$ cat src/rtl/jpeg_mcu_block_scheduler_if.sv
// Handshake bundle between the MCU block scheduler and its neighbours.
// The master side drives the buffer requests, datapath status and frame control.
// The slave side is the scheduler: grants, datapath start and progress reporting.
interface jpeg_mcu_block_scheduler_if #(
  parameter int MCU_W = 16
);
  logic             start;
  logic             abort;
  logic [MCU_W-1:0] cfg_mcu_total;
  logic [2:0]       req;
  logic [2:0]       gnt;
  logic             dp_ready;
  logic             dp_start;
  logic [1:0]       dp_comp;
  logic             dp_done;
  logic             busy;
  logic             done;
  logic [MCU_W-1:0] mcu_idx;
  logic [2:0]       blk_idx;
  logic             err_spurious;

  modport master (
    output start, abort, cfg_mcu_total, req, dp_ready, dp_done,
    input  gnt, dp_start, dp_comp, busy, done, mcu_idx, blk_idx, err_spurious
  );

  modport slave (
    input  start, abort, cfg_mcu_total, req, dp_ready, dp_done,
    output gnt, dp_start, dp_comp, busy, done, mcu_idx, blk_idx, err_spurious
  );
endinterface

$ cat src/rtl/jpeg_mcu_block_scheduler.sv
// Issues Y..Y, Cb, Cr blocks of each MCU, one at a time, to the shared DCT datapath.
// Latency: grant one cycle after req+dp_ready are sampled; next grant >= 2 cycles after dp_done.
// Backpressure: waits in WAIT for the required component's req and dp_ready; other requests ignored.
module jpeg_mcu_block_scheduler #(
  parameter int Y_PER_MCU = 4,
  parameter int MCU_W     = 16
) (
  input logic                       clk,
  input logic                       rst_n,
  jpeg_mcu_block_scheduler_if.slave bus
);

  typedef enum logic [2:0] {S_IDLE, S_WAIT, S_RUN, S_ADVANCE, S_FIN} state_t;

  // Block positions of the two chroma blocks within an MCU.
  localparam logic [2:0] CB_POS = 3'(Y_PER_MCU);
  localparam logic [2:0] CR_POS = 3'(Y_PER_MCU + 1);

  state_t           state_q, state_d;
  logic [2:0]       gnt_q, gnt_d;
  logic             dp_start_q, dp_start_d;
  logic [1:0]       dp_comp_q, dp_comp_d;
  logic             busy_q, busy_d;
  logic             done_q, done_d;
  logic [MCU_W-1:0] mcu_idx_q, mcu_idx_d;
  logic [2:0]       blk_idx_q, blk_idx_d;
  logic             err_q, err_d;
  logic [MCU_W-1:0] total_q, total_d;

  logic [1:0] comp;
  logic       start_ok;
  logic       blk_ok;
  logic       last_blk;

  // Component owed at the current block position; no reordering is ever done.
  assign comp = (blk_idx_q < CB_POS) ? 2'd0 : (blk_idx_q == CB_POS) ? 2'd1 : 2'd2;

  assign start_ok = (state_q == S_IDLE) && bus.start && !bus.abort;
  assign blk_ok   = bus.req[comp] && bus.dp_ready;
  // The block that just finished is the Cr block of the final MCU.
  assign last_blk = (blk_idx_q == CR_POS) && (mcu_idx_q == total_q - MCU_W'(1));

  // State register.
  always_ff @(posedge clk or negedge rst_n) begin
    if (!rst_n) state_q <= S_IDLE;
    else        state_q <= state_d;
  end

  // Next-state logic; abort overrides everything outside IDLE.
  always_comb begin
    state_d = state_q;
    if (state_q == S_IDLE) begin
      if (start_ok) state_d = (bus.cfg_mcu_total == '0) ? S_FIN : S_WAIT;
    end else if (bus.abort) begin
      state_d = S_IDLE;
    end else begin
      case (state_q)
        S_WAIT:    if (blk_ok) state_d = S_RUN;
        S_RUN:     if (bus.dp_done) state_d = S_ADVANCE;
        S_ADVANCE: state_d = last_blk ? S_FIN : S_WAIT;
        S_FIN:     state_d = S_IDLE;
        default:   state_d = S_IDLE;
      endcase
    end
  end

  // Next values of the registered outputs and counters.
  always_comb begin
    gnt_d      = 3'b000;
    dp_start_d = 1'b0;
    done_d     = 1'b0;
    dp_comp_d  = dp_comp_q;
    busy_d     = busy_q;
    mcu_idx_d  = mcu_idx_q;
    blk_idx_d  = blk_idx_q;
    total_d    = total_q;
    // A completion is only expected while a block is in flight.
    err_d      = err_q | (bus.dp_done && (state_q != S_RUN));
    if (state_q == S_IDLE) begin
      if (start_ok) begin
        total_d   = bus.cfg_mcu_total;
        mcu_idx_d = '0;
        blk_idx_d = 3'd0;
        err_d     = 1'b0;
        busy_d    = 1'b1;
      end
    end else if (bus.abort) begin
      // Counters are left untouched so software can see where the frame stopped.
      busy_d = 1'b0;
    end else begin
      case (state_q)
        S_WAIT: begin
          if (blk_ok) begin
            gnt_d      = 3'b001 << comp;
            dp_start_d = 1'b1;
            dp_comp_d  = comp;
          end
        end
        S_ADVANCE: begin
          if (blk_idx_q < CR_POS) begin
            blk_idx_d = blk_idx_q + 3'd1;
          end else begin
            blk_idx_d = 3'd0;
            mcu_idx_d = mcu_idx_q + MCU_W'(1);
          end
        end
        S_FIN: begin
          done_d = 1'b1;
          busy_d = 1'b0;
        end
        default: ;
      endcase
    end
  end

  // Output and counter registers.
  always_ff @(posedge clk or negedge rst_n) begin
    if (!rst_n) begin
      gnt_q      <= 3'b000;
      dp_start_q <= 1'b0;
      dp_comp_q  <= 2'd0;
      busy_q     <= 1'b0;
      done_q     <= 1'b0;
      mcu_idx_q  <= '0;
      blk_idx_q  <= 3'd0;
      err_q      <= 1'b0;
      total_q    <= '0;
    end else begin
      gnt_q      <= gnt_d;
      dp_start_q <= dp_start_d;
      dp_comp_q  <= dp_comp_d;
      busy_q     <= busy_d;
      done_q     <= done_d;
      mcu_idx_q  <= mcu_idx_d;
      blk_idx_q  <= blk_idx_d;
      err_q      <= err_d;
      total_q    <= total_d;
    end
  end

  assign bus.gnt          = gnt_q;
  assign bus.dp_start     = dp_start_q;
  assign bus.dp_comp      = dp_comp_q;
  assign bus.busy         = busy_q;
  assign bus.done         = done_q;
  assign bus.mcu_idx      = mcu_idx_q;
  assign bus.blk_idx      = blk_idx_q;
  assign bus.err_spurious = err_q;

endmodule
$ cat src/flat_wrapper.sv
// flat-port wrapper written by rule: the top's interface ports become plain ports
module jpeg_mcu_block_scheduler_flat 
#(
  parameter int Y_PER_MCU = 4,
  parameter int MCU_W     = 16
)
  (clk, rst_n, bus_start, bus_abort, bus_cfg_mcu_total, bus_req, bus_dp_ready, bus_dp_done, bus_gnt, bus_dp_start, bus_dp_comp, bus_busy, bus_done, bus_mcu_idx, bus_blk_idx, bus_err_spurious);
  jpeg_mcu_block_scheduler_if #(.MCU_W(MCU_W)) bus_i ();
  input logic clk;
  input logic rst_n;
  input wire logic [$bits(bus_i.start)-1:0] bus_start;
  input wire logic [$bits(bus_i.abort)-1:0] bus_abort;
  input wire logic [$bits(bus_i.cfg_mcu_total)-1:0] bus_cfg_mcu_total;
  input wire logic [$bits(bus_i.req)-1:0] bus_req;
  input wire logic [$bits(bus_i.dp_ready)-1:0] bus_dp_ready;
  input wire logic [$bits(bus_i.dp_done)-1:0] bus_dp_done;
  output wire logic [$bits(bus_i.gnt)-1:0] bus_gnt;
  output wire logic [$bits(bus_i.dp_start)-1:0] bus_dp_start;
  output wire logic [$bits(bus_i.dp_comp)-1:0] bus_dp_comp;
  output wire logic [$bits(bus_i.busy)-1:0] bus_busy;
  output wire logic [$bits(bus_i.done)-1:0] bus_done;
  output wire logic [$bits(bus_i.mcu_idx)-1:0] bus_mcu_idx;
  output wire logic [$bits(bus_i.blk_idx)-1:0] bus_blk_idx;
  output wire logic [$bits(bus_i.err_spurious)-1:0] bus_err_spurious;
  assign bus_i.start = bus_start;
  assign bus_i.abort = bus_abort;
  assign bus_i.cfg_mcu_total = bus_cfg_mcu_total;
  assign bus_i.req = bus_req;
  assign bus_i.dp_ready = bus_dp_ready;
  assign bus_i.dp_done = bus_dp_done;
  assign bus_gnt = bus_i.gnt;
  assign bus_dp_start = bus_i.dp_start;
  assign bus_dp_comp = bus_i.dp_comp;
  assign bus_busy = bus_i.busy;
  assign bus_done = bus_i.done;
  assign bus_mcu_idx = bus_i.mcu_idx;
  assign bus_blk_idx = bus_i.blk_idx;
  assign bus_err_spurious = bus_i.err_spurious;
  jpeg_mcu_block_scheduler #(.Y_PER_MCU(Y_PER_MCU), .MCU_W(MCU_W)) u_core (.clk(clk), .rst_n(rst_n), .bus(bus_i));
endmodule
$ cat config.mk
export PLATFORM = sky130hd
export DESIGN_NAME = jpeg_mcu_block_scheduler_flat
export DESIGN_NICKNAME = d
export VERILOG_FILES = /design/src/rtl/jpeg_mcu_block_scheduler_if.sv /design/src/rtl/jpeg_mcu_block_scheduler.sv /design/src/flat_wrapper.sv
export SDC_FILE = /design/constraint.sdc
export NUM_CORES = 1
export LEC_CHECK = 0
export CAP_MARGIN = 20
export CORE_ASPECT_RATIO = 1.25
export CORE_MARGIN = 1
export CORE_UTILIZATION = 40
export CTS_BUF_LIST = sky130_fd_sc_hd__clkbuf_8
export CTS_CLUSTER_SIZE = 20
export DETAILED_ROUTE_END_ITERATION = 8
export GPL_ROUTABILITY_DRIVEN = 0
export PLACE_DENSITY_LB_ADDON = 0.2
export SYNTH_ARGS = -nofsm -noshare
export SYNTH_HDL_FRONTEND = slang
export SYNTH_SLANG_ARGS = --single-unit
$ cat constraint.sdc
create_clock -name clk -period 7.6 [get_ports clk]
set_clock_uncertainty 0.2 [all_clocks]
set_input_delay 1.52 -clock clk [delete_from_list [all_inputs] [get_ports clk]]
set_output_delay 1.52 -clock clk [all_outputs]
set_load 0.02 [all_outputs]
==> metrics, run 1 <==
status complete, no violations; All-Layer GR Usage 18.6%; DR WL/cell between 10 and 15 µm; Core ar. roughly 6300 µm²; commonest cells after routing, fill and taps aside nand2_1, clkdlybuf4s50_1, dfrtp_1; fin crit period 3.82 ns; crit path from bus_start; # hold bufs at CTS 0; CTS root buf clkbuf_8; Async S/R FF share, synth 100%; CTS Buffer Depth 2; Post-Syn Nets between 300 and 400; pwr/cell area around 230 nW/µm²; Syn Area/Cell 8.99 µm²; via count approximately 2200; Pleak around 1.4 nW; drc violations 0; Max transition margin approximately two fifths; Min Hold Slack roughly 0.31 ns; drt pass-1 iters 6; Synth top area share ~44%; Worst-Margin Slew approximately 0.91 ns; grt ovf 0; Mapped Area ~2700 µm²; r2r setup slk around 4.9 ns; Placed Instances about 420; Reg2Reg Capture Point u_core.state_q[0]; CTS H-tree lvls 2; CP max FO 10; share of post-route cells with drive strength above 1 under 10%; Initial Util around 42%; final std cells w/o fill 430; Fin Setup TNS 0 ns; Final Power approximately 0.00076 W; sequential share of the synthesized area between 40 and 50%; I/O Pins between 50 and 60; Setup Fix Bufs, Post-CTS 0; initial antenna violation count 0; site row count 32; Clock transition at path regs roughly 0.080 ns; critical path launch point type primary input; Syn. warnings 0; WL final 5950 µm; DP HPWL approximately 4400 µm; Yosys cell types between 40 and 50; WP data required around 7.6 ns; reg2reg path depth 6; Most used DFF post-synth dfrtp_1; RR Startpoint u_core.total_q[2]; Worst-Skew Late Latency 0.30 ns; Die Width 74.8 µm; vias in the first global route 2040; CP Class primary input to flip-flop; DR vias/cell about 5.2; CP endpoint u_core.bus.mcu_idx[9]; #FFs+latches synth 47; Yosys top cell by area dfrtp_1; top cells by area, synth dfrtp_1, nand2_1, xor2_1, xnor2_1, nor2_1; TritonCTS Buffers 5; endpoints failing hold 0; Max Cap Viol 0; top achievable clock speed roughly 0.26 GHz; DRT antenna net count 0; final slew viol count 0; CTS tree yes; VDD IR max 0.169 mV; crit path DAT just under 4 ns; EDFF count, synth 0; Cells after Synth a little under 300; Core Util, Final 53.2%; first-pass GRT wire length approximately 9900 µm; unrepaired setup endpoints after global routing no; Sink Count 47; period utilization between 50% and 60%; endpoint type of the worst setup path flip-flop; commonest non-fill, non-tap cell in the layout nand2_1; ant diodes 0; min-delay worst type flip-flop to flip-flop; nets@finish between 300 and 400; port bufs 52; number of DRC markers in iteration 0 67; largest net degree at the start of global routing between 40 and 50; full die area a little under 7000 µm²; area delta synth->final 26.1%; final setup vio count 0; CTS resizes 0; die height just over 90 µm
[cell usage after synthesis (2+ instances only)]
cell type   n
a21oi_1     8
and3_1      5
buf_2       2
clkbuf_1   10
dfrtp_1    47
ha_1        5
inv_1       9
mux2i_1     4
nand2_1    66
nand3_1    14
nand3b_1    2
nand4_1     5
nor2_1     29
nor2b_1     2
nor3_1      5
nor4_1      9
nor4_4      2
o211ai_1    3
o21ai_0     8
o22ai_1     2
or3_1       3
or3b_2      2
xnor2_1    15
xor2_1     19
[critical path, stage by stage]
cell and delay, ns:
clkdlybuf4s50_1 0.46, or3b_2 0.50, a221oi_4 0.48, nand4_1 0.25, nor2_2 0.29, nand3_1 0.12
xor2_1 0.15, nor2_1 0.08
[kinds of logic (layout without fill, tap and decap cells)]
logic type      Yosys count  after routing  share of synthesized area [%]
buf+inv                  21             71                           3.07
flops                    47             47                           44.4
simple gates            152            152                           27.9
fa+ha+maj                 5              5                           2.36
compound gates           31             31                           9.11
xor+xnor                 34             34                           11.2
mux                       5              5                           1.93
[per-stage QoR]
step	instance area [µm²]	setup WS, ns
2_1_floorplan	2650	4.11
3_3_place_gp	3230	3.43
3_5_place_dp	3240	3.47
4_1_cts	3320	3.79
5_1_grt	3340	3.60
6_report	3340	3.78
[routing by layer]
| layer | vias up | routed length [µm] | GRT usage, % |
|---|---|---|---|
| met5 | - | 0 | 0 |
| li1 | 1105 | - | - |
| met1 | 1071 | 2600 | 23.7 |
| met3 | 8 | 224 | 3.77 |
| met2 | 41 | 3020 | 30.6 |
| met4 | 0 | 102 | 6.92 |
[power by group]
group	switching [W]	internal [W]	leakage, nW
Clock	0.0000833	0.0000631	0.0477
Combinational	0.000129	0.000124	0.765
Sequential	0.0000660	0.000291	0.619
[worst min-delay path by stage]
stage / from / end / slack, ns / cells past startpoint
after global placement: u_core.bus.err_spurious / u_core.bus.err_spurious / 0.29 / 2
after global routing: u_core.total_q[15] / u_core.total_q[15] / 0.35 / 2
after floorplan: u_core.total_q[15] / u_core.total_q[15] / 0.27 / 2
final: u_core.total_q[15] / u_core.total_q[15] / 0.31 / 2
after detailed placement: u_core.bus.err_spurious / u_core.bus.err_spurious / 0.29 / 2
after CTS: u_core.total_q[15] / u_core.total_q[15] / 0.32 / 2
[cell type report]
cell class              count  area [µm²]
clock inverters             3        15.0
flip-flops and latches     47        1180
clock buffers               5        68.8
repair buffers             54         551
inverters                   9        33.8
well taps                  85         106
multi-input cells         227        1390
fillers                   607        2940
[registers in the layout, summed over array words and instances (netlist names)]
| name | count |
|---|---|
| u_core.bus.blk_idx | 3 |
| u_core.bus.mcu_idx | 16 |
| u_core.bus.busy | 1 |
| u_core.bus.done | 1 |
| u_core.bus.gnt | 3 |
| u_core.bus.dp_start | 1 |
| u_core.bus.err_spurious | 1 |
| u_core.state_q | 3 |
| u_core.bus.dp_comp | 2 |
| u_core.total_q | 16 |
Note: power is estimated with default switching activity, not from simulation.
==> inputs of run 2 (changes only) <==
- clock period: 7.6 -> 3.9 ns (I/O delays scaled with it)
==> run 2 against run 1 <==
Against the previous run:
- die area did not move
- first-iteration DRC count grew 10%
- cell count grew 0.23%
- combinational power rose by 95%
- register-to-register slack got worse by 3.8 ns
- worst setup slack lost 3.0 ns
- sequential cell count unchanged
- sequential power increased by 95%
- count of clock-buffer cells in the layout stayed put
- non-clock buffer count grew 1
- routed wire length about the same
- largest cell class unchanged
==> metrics, run 2 (synthesized netlist as in run 1, its figures left out) <==
status complete, no violations; period utilization between 70% and 80%; drt pass-1 iters 4; via count ~2200; final setup vio count 0; VDD IR max 0.283 mV; Die Width roughly 75 µm; CTS resizes 0; Comb pwr share between 30% and 40%; CTS Buffer Depth 2; WL final around 5900 µm; CTS root buf clkbuf_8; Psw roughly 0.00054 W; Core ar. around 6300 µm²; Pleak about 1.4 nW; DP HPWL roughly 4400 µm; top achievable clock speed approximately 0.32 GHz; full die area just under 7000 µm²; port bufs 52; CTS tree yes; I/O Pins 53; Min Hold Slack roughly 0.24 ns; Worst-Margin Slew a little under 0.6 ns; first-pass GRT wire length about 10000 µm; Core Util, Final 53.2%; Sink Count 47; WP data required about 3.9 ns; All-Layer GR Usage between 10% and 20%; site row count 32; Max Cap Viol 0; share of post-route cells with drive strength above 1 around 7.5%; DR WL/cell ~14 µm; CTS H-tree lvls 2; unrepaired setup endpoints after global routing no; Clock transition at path regs approximately 0.090 ns; Max transition margin between 60% and 70%; endpoint type of the worst setup path flip-flop; crit path DAT around 3.1 ns; # hold bufs at CTS 0; Setup Fix Bufs, Post-CTS 0; number of DRC markers in iteration 0 74; switch share 36.8%; ant diodes 0; fin crit period just over 3 ns; critical path launch point type primary input; TritonCTS Buffers 5; commonest cells after routing, fill and taps aside nand2_1, clkdlybuf4s50_1, dfrtp_1; CP max FO 10; nets@finish roughly 380; fillers 612; min-delay worst type primary input to async pin; pwr/cell area about 440 nW/µm²; initial antenna violation count 0; cell internal pwr 0.000931 W; vias in the first global route 2102; Fin Setup TNS 0 ns; drc violations 0; DRT antenna net count 0; area delta synth->final 26.1%; DR vias/cell ~5.2; Clk network pwr share between 10% and 20%; CP Class primary input to flip-flop; Worst-Skew Late Latency 0.30 ns; Initial Util between 40% and 50%; commonest non-fill, non-tap cell in the layout nand2_1; endpoints failing hold 0; Sequential Power Share 47.3%; grt ovf 0; largest net degree at the start of global routing 48; final slew viol count 0; die height a little over 90 µm
-- run 2: cell type report --
cell class / instances / area (µm²) / area share (%)
repair buffers: 55 / 551 / 16.5
flip-flops and latches: 47 / 1180 / 35.2
multi-input cells: 227 / 1390 / 41.7
inverters: 9 / 33.8 / 1.01
clock buffers: 5 / 68.8 / 2.06
well taps: 85 / 106 / 3.18
clock inverters: 3 / 15.0 / 0.449
-- run 2: worst paths after layout --
check | from | endpoint | slack [ns] | depth (start not counted)
max | bus_start | u_core.bus.mcu_idx[11] | 0.80 | 8
min | rst_n | u_core.bus.mcu_idx[3] | 0.24 | 1
max reg2reg | u_core.total_q[0] | u_core.state_q[0] | 1.07 | 8
min reg2reg | u_core.total_q[15] | u_core.total_q[15] | 0.32 | 2
max in group asynchronous | rst_n | u_core.bus.err_spurious | 2.74 | 2
min in group clk | u_core.total_q[15] | u_core.total_q[15] | 0.32 | 2
-- run 2: stage by stage --
step / total power [W] / instance area [µm²] / std cells / setup WS [ns]
after floorplan: 0.00102 / 2650 / 295 / 1.15
after global placement: 0.00119 / 3240 / 422 / 0.509
after detailed placement: 0.00120 / 3240 / 422 / 0.479
after global routing: 0.00158 / 3340 / 431 / 0.588
final: 0.00147 / 3340 / 431 / 0.797
after CTS: 0.00149 / 3320 / 430 / 0.801
-- run 2: worst max-delay path, stage by stage --
cell	delay (ns)
clkdlybuf4s50_1	0.48
or3b_2	0.50
a221oi_4	0.49
nand4_1	0.25
nor2_2	0.28
nand3_1	0.13
xor2_1	0.14
nor2_1	0.05
-- run 2: metal layers --
metal / global-route usage [%] / vias up / share of wire [%]
met1: 24.7 / 1056 / 43
li1: - / 1105 / -
met5: 0 / - / 0
met2: 30.8 / 56 / 51
met4: 6.29 / 0 / 1.7
met3: 3.88 / 7 / 4.4
-- run 2: power groups by stage --
stage	combinational, W	clock, W	sequential (W)
2_1_floorplan	0.000319	0	0.000696
4_1_cts	0.000496	0.000295	0.000697
3_3_place_gp	0.000487	0	0.000705
6_report	0.000494	0.000284	0.000697
3_5_place_dp	0.000491	0	0.000706
5_1_grt	0.000551	0.000312	0.000713
==> inputs of run 3 (changes only) <==
- clock period: 3.9 -> 2.6 ns (I/O delays scaled with it)
==> run 3 against run 2 <==
Against the previous run:
- routed wire length rose by 11%
- core utilization increased by 4.8 points
- via count up 5.3%
- power grew 69%
- sequential share of layout area shrank 2.9 points
- critical path type is now flip-flop to flip-flop
- largest power group unchanged
- highest routed layer unchanged
==> metrics, run 3 (synthesized netlist as in run 1, its figures left out) <==
final setup vio count 0; DRT antenna net count 0; first-pass GRT wire length 10700 µm; commonest non-fill, non-tap cell in the layout nand2_1; min-delay worst type primary input to async pin; Pleak roughly 1.6 nW; CTS Buffer Depth 2; commonest cells after routing, fill and taps aside nand2_1, clkdlybuf4s50_1, dfrtp_1; full die area ~7000 µm²; ant diodes 0; drc violations 0; CP Class flip-flop to flip-flop; Clock transition at path regs 0.09 ns; Worst-Margin Slew 0.559 ns; sequential cell area approximately 1200 µm²; fillers 584; grt ovf 0; r2r setup slk 0.06 ns; vias in the first global route ~2200; site row count 32; CTS tree yes; drt pass-1 iters 6; period utilization ~98%; Core Util, Final between 50% and 60%; Sink Count between 40 and 50; CTS H-tree lvls 2; largest net degree at the start of global routing 26; crit path DAT 2.54 ns; port bufs between 50 and 60; Initial Util between 40% and 50%; Core ar. 6290 µm²; RR Startpoint u_core.total_q[0]; area post-placement roughly 3500 µm²; Final Power 0.00249 W; WP data required roughly 2.6 ns; area delta synth->final 37.4%; I/O Pins 53; via count roughly 2300; pwr/cell area a little under 700 nW/µm²; CP max FO 5; All-Layer GR Usage around 20%; die height 93.0 µm; Final Instance Area approximately 3600 µm²; share of post-route cells with drive strength above 1 16.4%; status complete, no violations; VDD IR max between 0.6 and 0.7 mV; Die Width ~75 µm; TritonCTS Buffers 5; CTS root buf clkbuf_8; endpoint type of the worst setup path flip-flop; nets@finish between 400 and 500; unrepaired setup endpoints after global routing no; WL final between 6000 and 7000 µm; critical path launch point type flip-flop; reg2reg path depth 8; Worst-Skew Late Latency 0.30 ns; Max transition margin 62.7%; fin crit period about 2.5 ns; endpoints failing hold 0; # hold bufs at CTS 0; DR WL/cell 14.2 µm; Reg2Reg Capture Point u_core.state_q[0]; multi-input logic area around 1400 µm²; top achievable clock speed 0.393 GHz; Max Cap Viol 0; final slew viol count 0; DP HPWL 4950 µm; number of DRC markers in iteration 0 175; Fin Setup TNS 0 ns; initial antenna violation count 0; DR vias/cell 5.07
run 3: stage by stage:
step | cells | setup WS, ns | hold slack [ns]
4_1_cts | 460 | 0.0161 | 0.0219
3_3_place_gp | 450 | -0.335 | 0.298
6_report | 462 | 0.0576 | 0.00185
2_1_floorplan | 295 | 0.106 | 0.0244
3_5_place_dp | 450 | -0.392 | 0.303
5_1_grt | 462 | 0.0265 | 0.0459
run 3: worst max path at each step:
| stage | from | endpoint | cells after the start |
|---|---|---|---|
| floorplan | bus_start | u_core.bus.mcu_idx[9] | 7 |
| CTS | u_core.total_q[6] | u_core.state_q[0] | 6 |
| detailed placement | bus_start | u_core.bus.mcu_idx[15] | 8 |
| global route | u_core.total_q[0] | u_core.state_q[0] | 8 |
| global placement | bus_start | u_core.bus.mcu_idx[15] | 8 |
| finish | u_core.total_q[0] | u_core.state_q[0] | 8 |
run 3: layer usage:
metal  global-route usage (%)  share of wire, %  vias to the layer above
met5                        0                 0                        -
met2                     34.7                53                       42
met4                     5.66               1.2                        0
met1                     26.3                43                     1132
li1                         -                 -                     1163
met3                     2.91               2.9                        5
run 3: repair_timing:
item | in CTS | in global routing
hold endpoints to repair | 0 | 0
pin swaps | 3 | 11
setup buffers | 2 | 2
endpoints found under the setup margin | 5 | 5
gates resized for setup | 4 | 5
run 3: critical path, cell delays in order, from the launching register on:
cell	delay, ns
dfrtp_1	0.39
buf_4	0.14
nor2_1	0.19
buf_4	0.19
xnor2_1	0.07
or3_2	0.41
a222oi_1	0.39
nand4_1	0.23
a31o_1	0.23
run 3: layout make-up:
cell class              count  share of cell area, %
clock inverters             2                  0.962
clock buffers               6                   2.27
multi-input cells         227                   39.0
well taps                  85                   2.92
inverters                   9                  0.927
flip-flops and latches     47                   32.3
repair buffers             86                   21.6
run 3: power breakdown:
part | leakage, nW | internal [W] | switching (W)
Combinational | 0.935 | 0.000467 | 0.000499
Sequential | 0.618 | 0.000852 | 0.000117
Clock | 0.0612 | 0.000311 | 0.000244
Total | 1.61 | 0.00163 | 0.000860
